==> src/rtl/prefix_add_pkg.sv <==
// Shared types and constants for the limb-serial prefix-adder sequencer.
package prefix_add_pkg;

  localparam int OPCNT_W = 16;

  typedef enum logic [1:0] {
    IDLE = 2'd0,
    RUN  = 2'd1,
    DONE = 2'd2
  } state_t;

endpackage

==> src/rtl/prefix_add_seq_if.sv <==
// Operand request port and result port of the sequencer, both valid/ready.
interface prefix_add_seq_if #(
  parameter int N = 16
);

  logic         in_valid;
  logic         in_ready;
  logic [N-1:0] in_a;
  logic [N-1:0] in_b;
  logic         in_cin;
  logic         out_valid;
  logic         out_ready;
  logic [N-1:0] out_sum;
  logic         out_cout;

  modport master (
    output in_valid, in_a, in_b, in_cin, out_ready,
    input  in_ready, out_valid, out_sum, out_cout
  );

  modport slave (
    input  in_valid, in_a, in_b, in_cin, out_ready,
    output in_ready, out_valid, out_sum, out_cout
  );

endinterface

==> src/rtl/prefix_add_limb.sv <==
// Combinational LIMB_W-bit Sklansky prefix adder; cin is folded into the bit-0
// generate term so the prefix tree delivers carries that already include it.
module prefix_add_limb #(
  parameter int LIMB_W = 4
) (
  input  logic [LIMB_W-1:0] a,
  input  logic [LIMB_W-1:0] b,
  input  logic              cin,
  output logic [LIMB_W-1:0] sum,
  output logic              cout
);

  localparam int LEVELS = (LIMB_W > 1) ? $clog2(LIMB_W) : 0;

  logic [LIMB_W-1:0] w_p0;
  logic [LIMB_W-1:0] w_g0;
  logic [LIMB_W-1:0] w_gf;
  logic [LIMB_W:0]   w_c;

  assign w_p0 = a ^ b;
  assign w_g0 = (a & b) | LIMB_W'(w_p0[0] & cin);

  // After level l, node i covers bits [(i>>(l+1))<<(l+1) .. i]; the group
  // propagate of a node is just the AND of its bit propagates.
  for (genvar l = 0; l < LEVELS; l++) begin : g_lvl
    logic [LIMB_W-1:0] w_gi;
    logic [LIMB_W-1:0] w_go;

    if (l == 0) begin : g_first
      assign w_gi = w_g0;
    end else begin : g_next
      assign w_gi = g_lvl[l-1].w_go;
    end

    for (genvar i = 0; i < LIMB_W; i++) begin : g_bit
      if (((i >> l) & 1) == 1) begin : g_cmb
        localparam int LO = (i >> l) << l;
        assign w_go[i] = w_gi[i] | ((&w_p0[i:LO]) & w_gi[LO-1]);
      end else begin : g_pass
        assign w_go[i] = w_gi[i];
      end
    end
  end

  if (LEVELS == 0) begin : g_flat
    assign w_gf = w_g0;
  end else begin : g_tree
    assign w_gf = g_lvl[LEVELS-1].w_go;
  end

  assign w_c  = {w_gf, cin};
  assign sum  = w_p0 ^ w_c[LIMB_W-1:0];
  assign cout = w_c[LIMB_W];

endmodule

==> src/rtl/prefix_add_seq.sv <==
// Wide adder built from one narrow prefix slice reused once per cycle,
// least-significant limb first, with the carry chained through a register.
module prefix_add_seq
  import prefix_add_pkg::*;
#(
  parameter int LIMB_W = 4,
  parameter int LIMBS  = 4
) (
  input  logic               clk,
  input  logic               rst,
  prefix_add_seq_if.slave    bus,
  output logic               busy,
  output logic [OPCNT_W-1:0] op_count
);

  localparam int N     = LIMB_W * LIMBS;
  localparam int IDX_W = (LIMBS > 1) ? $clog2(LIMBS) : 1;

  state_t             r_state;
  state_t             w_state_nxt;
  logic [N-1:0]       r_a;
  logic [N-1:0]       r_b;
  logic [N-1:0]       r_sum;
  logic [N-1:0]       w_sum_nxt;
  logic               r_carry;
  logic [IDX_W-1:0]   r_idx;
  logic [OPCNT_W-1:0] r_op_count;
  logic [LIMB_W-1:0]  w_s;
  logic               w_c;

  prefix_add_limb #(.LIMB_W(LIMB_W)) u_limb (
    .a    (r_a[LIMB_W-1:0]),
    .b    (r_b[LIMB_W-1:0]),
    .cin  (r_carry),
    .sum  (w_s),
    .cout (w_c)
  );

  // New limb enters at the top so that after LIMBS shifts limb 0 sits at the bottom.
  if (LIMBS == 1) begin : g_one
    assign w_sum_nxt = w_s;
  end else begin : g_many
    assign w_sum_nxt = {w_s, r_sum[N-1:LIMB_W]};
  end

  // NOTE: sequential state uses non-blocking assignments so every register
  // samples pre-edge values, independent of block ordering.
  always_ff @(posedge clk) begin
    if (rst) r_state <= IDLE;
    else     r_state <= w_state_nxt;
  end

  always_comb begin
    // NOTE: default first so every path assigns the next state and no latch is inferred.
    w_state_nxt = r_state;
    unique case (r_state)
      IDLE:    if (bus.in_valid)                     w_state_nxt = RUN;
      RUN:     if (r_idx == IDX_W'(LIMBS - 1))       w_state_nxt = DONE;
      DONE:    if (bus.out_ready)                    w_state_nxt = IDLE;
      default:                                       w_state_nxt = IDLE;
    endcase
  end

  always_ff @(posedge clk) begin
    // NOTE: datapath registers are reset too so an aborted operation leaves
    // no stale sum, carry or count visible afterwards.
    if (rst) begin
      r_a        <= '0;
      r_b        <= '0;
      r_sum      <= '0;
      r_carry    <= 1'b0;
      r_idx      <= '0;
      r_op_count <= '0;
    end else begin
      unique case (r_state)
        IDLE: if (bus.in_valid) begin
          r_a     <= bus.in_a;
          r_b     <= bus.in_b;
          r_carry <= bus.in_cin;
          r_idx   <= '0;
        end
        RUN: begin
          r_sum   <= w_sum_nxt;
          r_a     <= r_a >> LIMB_W;
          r_b     <= r_b >> LIMB_W;
          r_carry <= w_c;
          r_idx   <= r_idx + 1'b1;
        end
        DONE: if (bus.out_ready) r_op_count <= r_op_count + 1'b1;
        default: ;
      endcase
    end
  end

  assign bus.in_ready  = (r_state == IDLE);
  assign bus.out_valid = (r_state == DONE);
  assign bus.out_sum   = r_sum;
  assign bus.out_cout  = r_carry;
  assign busy          = (r_state != IDLE);
  assign op_count      = r_op_count;

endmodule

==> src/flat_wrapper.sv <==
// flat-port wrapper written by rule: the top's interface ports become plain ports
module prefix_add_seq_flat import prefix_add_pkg::*;
#(
  parameter int LIMB_W = 4,
  parameter int LIMBS  = 4
)
  (clk, rst, busy, op_count, bus_in_valid, bus_in_a, bus_in_b, bus_in_cin, bus_out_ready, bus_in_ready, bus_out_valid, bus_out_sum, bus_out_cout);
  prefix_add_seq_if #(.N(16)) bus_i ();
  input  logic clk;
  input  logic rst;
  output logic busy;
  output logic [OPCNT_W-1:0] op_count;
  input wire logic [$bits(bus_i.in_valid)-1:0] bus_in_valid;
  input wire logic [$bits(bus_i.in_a)-1:0] bus_in_a;
  input wire logic [$bits(bus_i.in_b)-1:0] bus_in_b;
  input wire logic [$bits(bus_i.in_cin)-1:0] bus_in_cin;
  input wire logic [$bits(bus_i.out_ready)-1:0] bus_out_ready;
  output wire logic [$bits(bus_i.in_ready)-1:0] bus_in_ready;
  output wire logic [$bits(bus_i.out_valid)-1:0] bus_out_valid;
  output wire logic [$bits(bus_i.out_sum)-1:0] bus_out_sum;
  output wire logic [$bits(bus_i.out_cout)-1:0] bus_out_cout;
  assign bus_i.in_valid = bus_in_valid;
  assign bus_i.in_a = bus_in_a;
  assign bus_i.in_b = bus_in_b;
  assign bus_i.in_cin = bus_in_cin;
  assign bus_i.out_ready = bus_out_ready;
  assign bus_in_ready = bus_i.in_ready;
  assign bus_out_valid = bus_i.out_valid;
  assign bus_out_sum = bus_i.out_sum;
  assign bus_out_cout = bus_i.out_cout;
  prefix_add_seq #(.LIMB_W(LIMB_W), .LIMBS(LIMBS)) u_core (.clk(clk), .rst(rst), .bus(bus_i), .busy(busy), .op_count(op_count));
endmodule
==> config.mk <==
export PLATFORM = sky130hd
export DESIGN_NAME = prefix_add_seq_flat
export DESIGN_NICKNAME = d
export VERILOG_FILES = /design/src/rtl/prefix_add_pkg.sv /design/src/rtl/prefix_add_seq_if.sv /design/src/rtl/prefix_add_limb.sv /design/src/rtl/prefix_add_seq.sv /design/src/flat_wrapper.sv
export SDC_FILE = /design/constraint.sdc
export NUM_CORES = 1
export LEC_CHECK = 0
export BUFFER_PORTS_ARGS = -buffer_cell sky130_fd_sc_hd__buf_4
export CORE_MARGIN = 2
export CORE_UTILIZATION = 45
export CTS_CLUSTER_SIZE = 20
export DETAILED_ROUTE_END_ITERATION = 7
export GPL_TIMING_DRIVEN = 0
export HOLD_SLACK_MARGIN = 0.1
export PLACE_DENSITY = 0.68
export SLEW_MARGIN = 30
export SYNTH_ARGS = -nofsm -noshare
export SYNTH_HDL_FRONTEND = slang
export SYNTH_SLANG_ARGS = --single-unit
==> constraint.sdc <==
create_clock -name clk -period 2.3 [get_ports clk]
set_clock_uncertainty 0.1 [all_clocks]
set_input_delay 0.345 -clock clk [delete_from_list [all_inputs] [get_ports clk]]
set_output_delay 0.345 -clock clk [all_outputs]
set_load 0.05 [all_outputs]
==> qor.csv <==
metric,value,unit
hold buffer count at CTS,0,
Synth Area per Inst,7.642,um^2
maximum vdd drop,0.2868,mV
Synth cell types,39,
GRT Residual Overflow,0,
"Reg clk slew, reported paths",0.08,ns
MaxCap Viol Count,0,
"Top FF cell, synth",dfxtp_1,
cells after synthesis,419,
Static Leak,1.747,nW
startpoint types,register,
relative slew slack,0.6091,
Final period util,0.8923,
fmax,487.3,MHz
initial detailed-routing violation count,102,
Pwr Density,691.3,mW/mm^2
number of cell rows,30,
final RePlAce weighted congestion,0.8126,
setup_tns,0,ns
count of non-filler cells in the finished layout,601,
die area,0.007806,mm^2
Post-synth EDFFs,0,
met3 WL post-DR,441,um
Die Height,88.35,um
# diodes,0,
CTS tree,built,
final hold vios,0,
clk_lat worst skew,0.35,ns
status,completed,
Synth Register Bits,69,
critical path class,reg -> out,
met2 WL,3567,um
"Setup Fix Bufs, Post-CTS",0,
"commonest non-fill, non-tap cell in the layout",nor2_1,
Max Used Layer,met4,
YS warnings,0,
first-pass GRT wire length,12630,um
Hold Path Class,in -> reg,
WL final,7763,um
Slew Limit Fails,0,
Initial Util,0.4687,
Initial DRT Pass Iterations,4,
Die Wd,88.35,um
vias per cell,5.106,
crit path DAT,1.61,ns
via count,3069,
CTS resizes,0,
most frequent cells in the layout,"94 x nor2_1, 70 x buf_4, 69 x dfxtp_1",
Clock H-tree levels,3,
core area,0.006832,mm^2
clock root cell,clkbuf_8,
port bufs,70,
vias in the first global route,2788,
Antenna Violating Nets Remaining,0,
Routed WL per cell,12.92,um
Placed Cells,585,
Synth-to-Final Area Change,27.20,%
initial antenna violation count,0,
DPL Wire Length,5586,um
post-layout min period,2.052,ns
Post-Syn Nets,463,
DRC viols,0,
crit end category,primary output,
gr usage total,0.2071,
Setup-failing EPs final,0,
Fillers,670,
synthesized area,0.003202,mm^2
crit path max fanout,10,
sequential share of the synthesized area,0.4314,
largest net degree at the start of global routing,14,
RSZ-0062 raised after global routing,false,
fin nets,544,
asr flop ratio synth,0,
TritonCTS buffer count,9,
wl on met1,3640,um
io pins,73,
clock sinks,69,
Longest Clk Path Bufs,2,
Worst-Margin Slew,0.5863,ns
CP required,1.86,ns
layout cells sized above 1,0.1881,
## kinds of logic after synthesis
group,after synthesis,share of synthesized area
simple gates,213,0.3130
compound gates,77,0.1391
flops,69,0.4314
buf+inv,43,0.05432
xor+xnor,9,0.02462
fa+ha+maj,7,0.03439
mux,1,0.003126
## synthesized netlist by cell type (4+ instances only)
library cell,instances,area [um^2]
a211oi_1,4,30.03
a21oi_1,54,270.3
a2bb2oi_1,5,43.79
buf_2,4,20.02
clkbuf_1,25,93.84
dfxtp_1,69,1381
ha_1,4,50.05
inv_1,10,37.54
nand2_1,35,131.4
nand3_1,7,35.03
nor2_1,95,356.6
nor2b_1,32,200.2
nor3_1,24,120.1
o21ai_0,4,20.02
or3_1,4,25.02
xnor2_1,5,43.79
xor2_1,4,35.03
## cell type report
| class | count | area, um^2 | share of cell area |
|---|---|---|---|
| timing repair buffer | 70 | 525.5 | 0.1290 |
| buffer | 33 | 136.4 | 0.03349 |
| tap | 96 | 120.1 | 0.02949 |
| sequential | 69 | 1381 | 0.3392 |
| multi-input combinational | 307 | 1649 | 0.4049 |
| clock inverter | 7 | 98.84 | 0.02427 |
| clock buffer | 9 | 123.9 | 0.03041 |
| inverter | 10 | 37.54 | 0.009217 |
## power by group
| group | total (mW) | leakage [nW] | internal (mW) | switching, mW |
|---|---|---|---|---|
| logic | 0.409 | 1.07 | 0.169 | 0.240 |
| registers | 1.29 | 0.565 | 1.25 | 0.0371 |
| clock network | 1.12 | 0.110 | 0.616 | 0.500 |
| total | 2.82 | 1.75 | 2.04 | 0.777 |
## layer usage
metal | global-route usage | vias to the layer above
met4 | 0.07438 | 0
met2 | 0.3424 | 85
met1 | 0.2716 | 1421
met3 | 0.03825 | 13
li1 | - | 1550
met5 | 0 | -
## worst max-delay path: stages (launching register included)
cell and delay (ns):
dfxtp_1 0.33, buf_6 0.13, clkbuf_1 0.42, nor2_2 0.13, inv_1 0.08, buf_4 0.19
## per-stage QoR
step | hold WS [ns] | utilization | worst slack [ns] | area, um^2 | power (mW)
2_1_floorplan | 0.3544 | - | 0.1226 | 3204 | 1.592
3_3_place_gp | 0.3439 | 0.5636 | 0.2143 | 3850 | 1.723
3_5_place_dp | 0.3472 | 0.5636 | 0.1802 | 3850 | 1.729
4_1_cts | 0.1486 | 0.5962 | 0.2643 | 4073 | 2.824
5_1_grt | 0.1764 | 0.5962 | 0.1422 | 4073 | 2.918
6_report | 0.1527 | 0.5962 | 0.2477 | 4073 | 2.816
## worst paths after layout
| kind | startpoint | to | slack, ns | cells after the start |
|---|---|---|---|---|
| max | u_core.r_state[0] | busy | 0.25 | 5 |
| min | bus_in_b[14] | u_core.r_b[14] | 0.15 | 3 |
| max reg2reg | u_core.bus.out_cout | u_core.bus.out_sum[15] | 0.36 | 7 |
| min reg2reg | u_core.bus.out_sum[2] | u_core.bus.out_sum[2] | 0.36 | 2 |
## state kept, by name (all words and copies together) (netlist names)
name,cells
u_core.bus.out_sum,16
u_core.r_state,2
u_core.r_idx,2
u_core.bus.out_cout,1
u_core.op_count,16
u_core.r_b,16
u_core.r_a,16
(Power assumes the default switching activity.)
